$ cat config.mk
export PLATFORM = sky130hd
export DESIGN_NAME = dcache_ctrl_fsm
export DESIGN_NICKNAME = d
export VERILOG_FILES = /design/src/rtl/dcache_ctrl_fsm.sv
export SDC_FILE = /design/constraint.sdc
export NUM_CORES = 1
export LEC_CHECK = 0
export CORE_MARGIN = 2
export CORE_UTILIZATION = 29
export DETAILED_ROUTE_END_ITERATION = 7
export MAX_ROUTING_LAYER = met4
export PLACE_DENSITY_LB_ADDON = 0.3
export SYNTH_ARGS = -nofsm -noshare
export SYNTH_HDL_FRONTEND = slang
export SYNTH_SLANG_ARGS = --single-unit
$ cat constraint.sdc
create_clock -name CLK -period 1.5 [get_ports CLK]
set_clock_uncertainty 0.15 [all_clocks]
set_input_delay 0.225 -clock CLK [delete_from_list [all_inputs] [get_ports CLK]]
set_output_delay 0.225 -clock CLK [all_outputs]
set_load 0.03 [all_outputs]
$ cat src/rtl/dcache_ctrl_fsm.sv
// dcache_ctrl_fsm: write-back / write-allocate data-cache controller for the
// MEM stage. Sequences dirty-victim writeback, burst refill and uncached IO
// accesses over a per-word req/ack memory handshake.
// Optional perf counters enabled by defining DCACHE_PERF_CNT_EN.
module dcache_ctrl_fsm #(
  parameter int WORDS_PER_LINE = 4,
  parameter int IDX_W          = (WORDS_PER_LINE > 1) ? $clog2(WORDS_PER_LINE) : 1,
  parameter int CNT_W          = 32
) (
  input  logic             CLK,
  input  logic             RST,
  input  logic             MEM_READ2,
  input  logic             MEM_WRITE2,
  input  logic             addr_is_io,
  input  logic             hit,
  input  logic             victim_dirty,
  input  logic             mem_ack,
  output logic             miss_stall,
  output logic             mem_req,
  output logic             mem_we,
  output logic [1:0]       mem_addr_sel,
  output logic [IDX_W-1:0] word_idx,
  output logic             fill_we,
  output logic             tag_update,
  output logic             set_dirty,
  output logic             io_latch,
  output logic [CNT_W-1:0] hit_cnt,
  output logic [CNT_W-1:0] miss_cnt,
  output logic [CNT_W-1:0] wb_cnt
);

  localparam logic [2:0] S_IDLE = 3'd0;
  localparam logic [2:0] S_WB   = 3'd1;
  localparam logic [2:0] S_RF   = 3'd2;
  localparam logic [2:0] S_IO   = 3'd3;
  localparam logic [2:0] S_IOD  = 3'd4;

  localparam logic [IDX_W-1:0] LAST_IDX = IDX_W'(WORDS_PER_LINE - 1);

  logic [2:0]       state_q, state_d;
  logic [IDX_W-1:0] cnt_q, cnt_d;
  logic             acc;
  logic             last;

  assign acc  = MEM_READ2 | MEM_WRITE2;
  // With one word per line the counter never leaves 0, so every ack is the last.
  assign last = (cnt_q == LAST_IDX);

  // Next-state and output decode; everything is forced low while RST is high.
  always_comb begin
    state_d      = state_q;
    cnt_d        = cnt_q;
    miss_stall   = 1'b0;
    mem_req      = 1'b0;
    mem_we       = 1'b0;
    mem_addr_sel = 2'b00;
    word_idx     = '0;
    fill_we      = 1'b0;
    tag_update   = 1'b0;
    set_dirty    = 1'b0;
    io_latch     = 1'b0;
    case (state_q)
      S_IDLE: begin
        if (acc) begin
          if (addr_is_io) begin
            miss_stall = 1'b1;
            state_d    = S_IO;
          end else if (hit) begin
            set_dirty = MEM_WRITE2;
          end else begin
            miss_stall = 1'b1;
            cnt_d      = '0;
            state_d    = victim_dirty ? S_WB : S_RF;
          end
        end
      end
      S_WB: begin
        miss_stall   = 1'b1;
        mem_req      = 1'b1;
        mem_we       = 1'b1;
        mem_addr_sel = 2'b01;
        word_idx     = cnt_q;
        if (mem_ack) begin
          if (last) begin
            cnt_d   = '0;
            state_d = S_RF;
          end else begin
            cnt_d = cnt_q + IDX_W'(1);
          end
        end
      end
      S_RF: begin
        miss_stall   = 1'b1;
        mem_req      = 1'b1;
        mem_addr_sel = 2'b10;
        word_idx     = cnt_q;
        fill_we      = mem_ack;
        if (mem_ack) begin
          if (last) begin
            tag_update = 1'b1;
            cnt_d      = '0;
            state_d    = S_IDLE;
          end else begin
            cnt_d = cnt_q + IDX_W'(1);
          end
        end
      end
      S_IO: begin
        miss_stall = 1'b1;
        mem_req    = 1'b1;
        mem_we     = MEM_WRITE2;
        if (mem_ack) begin
          io_latch = ~MEM_WRITE2;
          state_d  = S_IOD;
        end
      end
      S_IOD: begin
        // One unstalled cycle lets the IO instruction retire without re-issue.
        state_d = S_IDLE;
      end
      default: begin
        state_d = S_IDLE;
        cnt_d   = '0;
      end
    endcase
    if (RST) begin
      miss_stall   = 1'b0;
      mem_req      = 1'b0;
      mem_we       = 1'b0;
      mem_addr_sel = 2'b00;
      word_idx     = '0;
      fill_we      = 1'b0;
      tag_update   = 1'b0;
      set_dirty    = 1'b0;
      io_latch     = 1'b0;
    end
  end

  // State and word counter registers.
  always_ff @(posedge CLK) begin
    if (RST) begin
      state_q <= S_IDLE;
      cnt_q   <= '0;
    end else begin
      state_q <= state_d;
      cnt_q   <= cnt_d;
    end
  end

`ifdef DCACHE_PERF_CNT_EN
  logic [CNT_W-1:0] hit_cnt_q, miss_cnt_q, wb_cnt_q;
  logic             ev_hit, ev_miss, ev_wb;

  assign ev_hit  = (state_q == S_IDLE) & acc & ~addr_is_io & hit;
  assign ev_miss = (state_q == S_IDLE) & acc & ~addr_is_io & ~hit;
  assign ev_wb   = (state_q == S_WB) & mem_ack & last;

  // Event counters, wrapping modulo 2^CNT_W.
  always_ff @(posedge CLK) begin
    if (RST) begin
      hit_cnt_q  <= '0;
      miss_cnt_q <= '0;
      wb_cnt_q   <= '0;
    end else begin
      if (ev_hit)  hit_cnt_q  <= hit_cnt_q  + CNT_W'(1);
      if (ev_miss) miss_cnt_q <= miss_cnt_q + CNT_W'(1);
      if (ev_wb)   wb_cnt_q   <= wb_cnt_q   + CNT_W'(1);
    end
  end

  assign hit_cnt  = RST ? '0 : hit_cnt_q;
  assign miss_cnt = RST ? '0 : miss_cnt_q;
  assign wb_cnt   = RST ? '0 : wb_cnt_q;
`else
  assign hit_cnt  = '0;
  assign miss_cnt = '0;
  assign wb_cnt   = '0;
`endif

endmodule

==> impl_results.md, run 1 <==
- Result of the run: complete, but fails checks
- Violations in the final reports: negative setup slack
- Combined flip-flop and latch cell area: 109 um2
- Yosys warning total: 0
- Clock buffers created by TritonCTS: 3
- Global route hottest layer: met2
- Post-synthesis cell count: 146
- Tightest Hold Check Type: reg2reg
- Initial Utilization: 0.302
- DP Wirelength: 1.48 mm
- Met2 routing resource usage after global routing: 0.128
- Wire length per cell after detailed routing: 7.85 um
- Worst-skew pair later-pin latency: 0.22 ns
- Number of DRC markers after the initial detailed-route iteration: 17
- Cell area after synthesis: 0.00110 mm2
- Nature of the critical path endpoint: output pin
- Number of buffers inserted by hold repair at cts: 0
- Worst IR drop on VDD: 0.000229 V
- CTS Root Cell: clkbuf_8
- Clk sink count: 5
- Static leakage: 0.668 nW
- Post-Route Utilization: 0.341
- Clock period minus final worst setup slack: 1.64 ns
- Std-Cell Core Area: 0.00363 mm2
- Cell-internal power: 471 uW
- Leftover overflow at the end of global routing: 0
- Number of detailed-routing iterations run before antenna repair: 4
- Post-route worst hold slack: 0.340 ns
- Post-CTS clock slew at the launch and capture registers of the worst setup and hold paths: 0.04 ns
- Largest net degree at the start of global routing: 10
- Number of buffer cells added on primary ports: 18
- Required time of the worst setup path: 1.12 ns
- Gate power share: 0.582
- Clock share of power: 0.244
- Final-report max-slew violation count: 0
- Total detailed-routing wirelength: 1.78 mm
- Y dimension of the die: 65.5 um
- Max Fclk: 611 MHz
- Clock Tree Buf Depth: 2
- Global placer's final weighted congestion: 0.843
- Crit Path Class: in2out
- Max-cap violations: 0
- First-pass GRT wire length: 2.42 mm
- Met3 GRT Util: 0.0257
- Final Net Count: 189
- Arrival time at the worst endpoint: 1.26 ns
- Met1 routing resource usage after global routing: 0.0861
- Htree depth: 1
- # diodes: 0
- Die span in x: 65.5 um
- Total via count in the routed design: 735
- Avg Vias per Cell: 3.24
- Proportion of total power due to net switching: 0.540
- Share of layout cells above drive strength 1: 0.268
- CTS tree: yes
- Number of distinct standard cells referenced by the synthesized netlist: 27
- Post-synthesis sequential area ratio: 0.0913
- Areal power density over the cells: 828 mW/mm2
- Nature of the critical path startpoint: input port
- DRC Markers: 0
- Number of antenna-violating nets in the routed design: 0
- Setup repair after global routing missed its margin: true
- Min setup slack post-route: -0.138 ns
- Count of endpoints failing hold in the final timing report: 0
- Via count of the first global-routing pass: 518
- Number of rows created at floorplan: 22
- Number of storage elements in the synthesis netlist: 5
- I/O Pins: 115
- Share of the clock period used by the worst path after layout: 1.09
- GRT Overall Usage: 0.0773
- Relative contribution of sequential cells to total power: 0.173
- Initial antenna violation count: 0
- Net switching power of the design: 554 uW
- Post-synthesis average cell area: 7.51 um2
- Total Power Consumption: 1.03 mW
- Number of filler instances in the final layout: 420
- Area used by multi-input combinational logic: 709 um2
- Setup-failing EPs final: 10
- Floorplan die area: 0.00429 mm2
- Critical-path maximum fanout: 2
- Relative area change from synthesis to final layout: 13.0%
[metrics by stage]
| stage | TNS [ns] | instance area, um2 | setup WS, ns | instances |
|---|---|---|---|---|
| final | -0.759 | 1240 | -0.138 | 227 |
| after detailed placement | -3.54 | 1070 | -0.366 | 219 |
| after floorplan | -0.132 | 1480 | -0.0732 | 241 |
| after global routing | -1.44 | 1240 | -0.202 | 227 |
| after CTS | -1.02 | 1210 | -0.168 | 227 |
| after global placement | -3.38 | 1070 | -0.339 | 219 |
[cells in the mapped netlist]
master	instances	area share
buf_4	97	0.66
nor2_1	6	0.021
dfxtp_1	5	0.091
nand2_1	5	0.017
and2_1	3	0.017
nor2_2	3	0.017
nor3_1	3	0.014
a21oi_1	2	0.0091
a32o_1	2	0.018
inv_1	2	0.0069
o21ai_1	2	0.0091
a22o_1	1	0.0080
a31oi_1	1	0.0057
and3_1	1	0.0057
buf_6	1	0.010
conb_1	1	0.0034
ha_1	1	0.011
nor2b_1	1	0.0057
nor3b_2	1	0.011
nor4_1	1	0.0057
o211ai_1	1	0.0069
o21a_1	1	0.0069
o22ai_1	1	0.0057
o31ai_1	1	0.0069
o32ai_1	1	0.0080
or2_1	1	0.0057
xnor2_1	1	0.0080
[cell type report]
type                       count  share of cell area
sequential                     5              0.0879
multi-input combinational    136               0.573
clock buffer                   4              0.0364
inverter                       2             0.00606
tap                           48              0.0485
timing repair buffer          32               0.248
[what timing repair did]
action / CTS / global route
gates resized for setup: 23 / 7
cloned: 0 / 0
setup buffers: 4 / 0
endpoints found under the setup margin: 11 / 13
pin swaps: 9 / 4
[cell usage in the layout (no fill, tap or decap), types with 2 or more instances in the layout]
cell type / Yosys / routed
a32o_1: 2 / 2
and2_1: 3 / 2
buf_12: 0 / 3
buf_4: 97 / 17
buf_6: 1 / 5
clkbuf_8: 0 / 3
clkdlybuf4s50_1: 0 / 2
conb_1: 1 / 96
dfxtp_1: 5 / 2
dfxtp_4: 0 / 2
dlygate4sd2_1: 0 / 5
nand2_1: 5 / 2
nand2_2: 0 / 3
nor2_1: 6 / 5
nor2_4: 0 / 3
nor3_4: 0 / 2
[state kept, by name, summed over array words and instances (netlist names)]
signal / count
state_q: 3
cnt_q: 2
[path summary, 6_finish.rpt]
kind | from | endpoint | slack (ns) | cells after the start
worst max-delay path | mem_ack | tag_update | -0.14 | 5
worst min-delay path | cnt_q[1] | cnt_q[1] | 0.34 | 1
worst max register to register | state_q[2] | cnt_q[0] | 0.09 | 5
worst min register to register | cnt_q[1] | cnt_q[1] | 0.34 | 1
[power by group through the flow]
stage                     sequential, mW  combinational (mW)  clock, mW
after floorplan                    0.157               0.652          0
after CTS                          0.174               0.579      0.256
final                              0.178               0.597      0.251
after detailed placement           0.173               0.548          0
after global routing               0.180               0.631      0.273
after global placement             0.173               0.548          0
[layer usage]
layer  routed length (um)  part of all wire
met1                  648              0.36
met2                  877              0.49
met3                  249              0.14
met4                    8            0.0045
met5                    0                 0
[cell families (layout without fill, tap and decap cells)]
family / after synthesis / after routing / share of synthesized area
AND/OR/NAND/NOR: 25 / 25 / 0.120
flip-flops: 5 / 5 / 0.0913
XOR/XNOR: 1 / 1 / 0.00799
adder cells (fa/ha/maj): 1 / 1 / 0.0114
buffers and inverters: 100 / 38 / 0.682
AO/OA/AOI/OAI: 13 / 13 / 0.0845
other: 1 / 96 / 0.00342
[critical path: stages]
cell and delay [ns]:
clkdlybuf4s50_1 0.49, nand2_2 0.09, nor3b_4 0.18, and2_4 0.16
buf_6 0.12
Power figures use the tool's default switching activity.
==> run 2, diff against run 1 <==
REMOVE_ABC_BUFFERS = 1   (was unset)
==> impl_results.md, run 2 (synthesis gave the netlist of run 1 again) <==
- Largest regs: state_q x3, cnt_q x2
- Y dimension of the die: 65.5 um
- Combined flip-flop and latch cell area: 109 um2
- Die span in x: 65.5 um
- DP Wirelength: 1.44 mm
- Number of antenna-violating nets in the routed design: 0
- Capturing point of the worst reg2reg path: cnt_q[0]
- CTS tree: yes
- Crit Reg-Reg Startpoint: state_q[2]
- Min setup slack post-route: -0.106 ns
- Via count of the first global-routing pass: 538
- Htree depth: 1
- Largest reg by FF count: state_q
- Final-report max-slew violation count: 0
- Required time of the worst setup path: 1.12 ns
- Clk sink count: 5
- Initial Utilization: 0.302
- Worst IR drop on VDD: 0.000237 V
- Crit Path Class: reg2out
- Setup repair after global routing missed its margin: true
- Final Instance Count excl. Fillers: 231
- Initial antenna violation count: 0
- Total detailed-routing wirelength: 1.78 mm
- Cell depth of the worst hold path: 1
- Critical-path maximum fanout: 4
- Total via count in the routed design: 761
- Number of rows created at floorplan: 22
- DRC Markers: 0
- Areal power density over the cells: 831 mW/mm2
- Area used by multi-input combinational logic: 701 um2
- Worst reg-to-reg path cell count: 5
- Setup slack after placement: -0.354 ns
- Worst-skew pair later-pin latency: 0.23 ns
- Most common cell after layout, fill and taps aside: conb_1
- Count of endpoints failing hold in the final timing report: 0
- First-pass GRT wire length: 2.30 mm
- Number of filler instances in the final layout: 417
- Wire length per cell after detailed routing: 7.71 um
- Number of buffers inserted by hold repair at cts: 0
- CTS Root Cell: clkbuf_8
- Clock buffers created by TritonCTS: 3
- Max-cap violations: 0
- Largest net degree at the start of global routing: 10
- Post-CTS clock slew at the launch and capture registers of the worst setup and hold paths: 0.03 ns
- Nature of the critical path startpoint: flip-flop
- Number of DRC markers after the initial detailed-route iteration: 6
- Share of layout cells above drive strength 1: 0.295
- I/O Pins: 115
- Tightest Hold Check Type: reg2reg
- Leftover overflow at the end of global routing: 0
- Relative area change from synthesis to final layout: 15.1%
- Hold Crit Endpoint: cnt_q[1]
- Finished Cell Area: 0.00126 mm2
- Std-Cell Core Area: 0.00363 mm2
- Number of buffer cells added on primary ports: 18
- Post-Route Utilization: 0.347
- Avg Vias per Cell: 3.29
- Commonest cells after routing, fill and taps aside: conb_1, buf_4, buf_6
- Number of flip-flops under the largest register name: 3
- Final Net Count: 193
- Violations in the final reports: negative setup slack
- Clock Tree Buf Depth: 2
- GRT Overall Usage: 0.0773
- Clock period minus final worst setup slack: 1.61 ns
- Floorplan die area: 0.00429 mm2
- Total placed cells including tap cells: 224
- Total negative slack: -0.735 ns
- Static leakage: 0.697 nW
- # diodes: 0
- Setup-failing EPs final: 9
- Share of the clock period used by the worst path after layout: 1.07
- Result of the run: complete, but fails checks
- Max Fclk: 623 MHz
- Launch instance of the worst min-delay path: cnt_q[1]
- Global placer's final weighted congestion: 0.726
- Nature of the critical path endpoint: output pin
- Arrival time at the worst endpoint: 1.23 ns
- Post-route worst hold slack: 0.343 ns
- Worst R2R Setup Slack: 0.08 ns
- Number of detailed-routing iterations run before antenna repair: 4
- Post-DP Area: 0.00106 mm2
- Total Power Consumption: 1.05 mW
run 2: where the power goes:
group	switching, mW	internal [mW]
clock	0.0761	0.183
sequential	0.0227	0.150
combinational	0.463	0.153
run 2: area by class of cell:
cell class	instances	area share
Clock buffer	4	0.0357
Multi-Input combinational cell	136	0.556
Tap cell	48	0.0476
Sequential cell	5	0.0863
Timing Repair Buffer	36	0.269
Inverter	2	0.00595
run 2: repair_timing:
item | in CTS | in global routing
endpoints found under the setup margin | 11 | 12
pin swaps | 5 | 5
setup buffers | 2 | 2
gates resized for setup | 27 | 17
run 2: metal layers:
| layer | track usage | vias to the layer above | routed length (um) |
|---|---|---|---|
| met4 | 0.0938 | 0 | 76 |
| met1 | 0.0737 | 329 | 577 |
| li1 | - | 352 | - |
| met5 | - | - | 0 |
| met2 | 0.124 | 75 | 876 |
| met3 | 0.0103 | 5 | 250 |
run 2: worst max-delay path, stage by stage (launching register included):
cell,delay [ns]
dfxtp_2,0.33
nor2_4,0.12
buf_4,0.13
buf_6,0.10
nand2_4,0.06
a21oi_2,0.12
buf_6,0.14
run 2: how the worst max path moves through the flow:
stage               startpoint          to  cells past startpoint
CTS                 state_q[2]  tag_update                      5
finish              state_q[2]      mem_we                      6
detailed placement         RST  tag_update                      6
global placement           RST  tag_update                      6
global route        state_q[2]  tag_update                      5
floorplan           state_q[1]   set_dirty                      3
==> run 3, diff against run 2 <==
GPL_ROUTABILITY_DRIVEN = 0   (was unset)
==> results of run 3 <==
Same layout as run 2: the final DEF is identical, and so are final timing and power.
==> edit (config.mk and constraints of run 2) <==
Set the parameter `WORDS_PER_LINE` to 2 (it was 4).
--- a/src/rtl/dcache_ctrl_fsm.sv
+++ b/src/rtl/dcache_ctrl_fsm.sv
@@ -3,7 +3,7 @@
 // accesses over a per-word req/ack memory handshake.
 // Optional perf counters enabled by defining DCACHE_PERF_CNT_EN.
 module dcache_ctrl_fsm #(
-  parameter int WORDS_PER_LINE = 4,
+  parameter int WORDS_PER_LINE = 2,
   parameter int IDX_W          = (WORDS_PER_LINE > 1) ? $clog2(WORDS_PER_LINE) : 1,
   parameter int CNT_W          = 32
 ) (
Ports: changed (resized word_idx); port bits go from 115 to 114. The function was not compared with the original's and may differ.
==> edit against run 2 <==
The flow still finishes with violations (negative setup slack). Sequential share of layout area down 0.99 points. Sequential cell count down 1. Design area down 7.8%. First-iteration DRC count up 50%. Via count down 2.9%. Routed wire length up 0.51%. Setup slack worse by 0.016 ns. Combinational power down 5.7%. Power down 9.2%. Final cell count down 1.3%. Synthesized area down 2.5%. Non-clock buffer count down 1. Die area down 2.4%. Critical path type unchanged. Largest cell class unchanged.
==> edit: results (changes against run 2) <==
stage,metric,value,unit,change
timing,fin_ws,-0.122,ns,was -0.106 ns
timing,setup_viol_count_final,7,,was 9
critical_path,crit_end,tag_update,,was mem_we
route,first_iter_violations,9,,was 6
placed_design,port-buffer-count,17,,was 18
critical_path,cpPeakStageDelay,0.31,ns,was 0.33 ns
placed_design,routabilityCongestion,0.744,,was 0.726
power_and_ir_drop,p_leak,0.661,nW,was 0.697 nW
global_route,grtUsageTotal,7.49,%,was 7.73%
placed_design,pre_cts_slack,-0.373,ns,was -0.354 ns
power_and_ir_drop,pg_comb,0.581,mW,was 0.616 mW
route,vias,739,,was 761
final_layout,n_fill_cell,418,,was 417
critical_path,r2r_end,cnt_q,,was cnt_q[0]
critical_path,arrival,1.25,ns,was 1.23 ns
outcome,run_status,"complete, but fails checks",,unchanged
logic_synthesis,ys_top_cells_by_count,"buf_4, a21oi_1, nand2_1, nor2_1, dfxtp_1",,"was buf_4, nor2_1, dfxtp_1, nand2_1"
final_layout,top_regs,"state_q: 3 flops, cnt_q: 1 flops",,"was state_q: 3 flops, cnt_q: 2 flops"
final_layout,fin_cells,228,,was 231
placed_design,dp.cells,222,,was 224
logic_synthesis,avgSynthCellArea,7.32,um^2,was 7.51 um^2
route,wl_per_cell,7.86,um,was 7.71 um
logic_synthesis,yosysSeqAreaShare,7.49,%,was 9.13%
critical_path,r2r_setup_slack,0.23,ns,was 0.08 ns
logic_synthesis,ys_types,26,,was 27
power_and_ir_drop,powerSeq,0.146,mW,was 0.173 mW
clock_network,post_cts_buffers,3,,was 2
final_layout,layout.nets,190,,was 193
power_and_ir_drop,seq_power_share,15.4,%,was 16.5%
final_layout,layout-drive-gt1-share,26.7,%,was 29.5%
power_and_ir_drop,internal_power,0.425,mW,was 0.486 mW
placed_design,dpl_cell_area,0.00101,mm^2,was 0.00106 mm^2
outcome,violations,negative setup slack,,unchanged
timing,finalSetupTns,-0.566,ns,was -0.735 ns
global_route,grt_max_degree,9,,was 10
critical_path,reg2regPathDepth,3,,was 5
min_path,hp-start,hit,,was cnt_q[1]
final_layout,diodes,0,,unchanged
critical_path,critPathTopFamily,simple AND/OR/NAND/NOR gates,,was buffers and inverters
timing,fin_hold_ws,0.289,ns,was 0.343 ns
min_path,min_path_type,input pin to register,,was register to register
global_route,grt_first_pass_wirelength,2.35,mm,was 2.30 mm
[edit: cell count changes after synthesis, sizes merged, moves of 2 or more]
cell,change
and2,-2
o221ai,+2
a32o,-2
nor2,-2
a21oi,+4
[edit: layout make-up]
cell class | count | area [um^2] | share of cell area [%]
Tap cell | 48 | 60.1 | 5.17
Sequential cell | 4 | 88.8 | 7.64
Clock buffer | 3 | 41.3 | 3.55
Multi-Input combinational cell | 135 | 632 | 54.4
Inverter | 3 | 11.3 | 0.969
Timing Repair Buffer | 35 | 329 | 28.3
[edit: layer usage]
layer  global-route usage, %  up-vias  part of all wire (%)
met1                    7.32      331                    34
met4                    7.18        0                   1.6
met3                    1.22        2                    12
met5                       -        -                     0
li1                        -      343                     -
met2                    12.5       63                    53
[edit: logic make-up (layout without fill, tap and decap cells)]
logic type,after synthesis,after routing,share of synthesized area (%)
and+or+nand+nor,23,23,11.7
DFF,4,4,7.49
buffers and inverters,102,41,71.1
xor gates and xnor gates,1,1,0.820
other,1,96,0.351
AOI/OAI and AO/OA,15,15,8.55
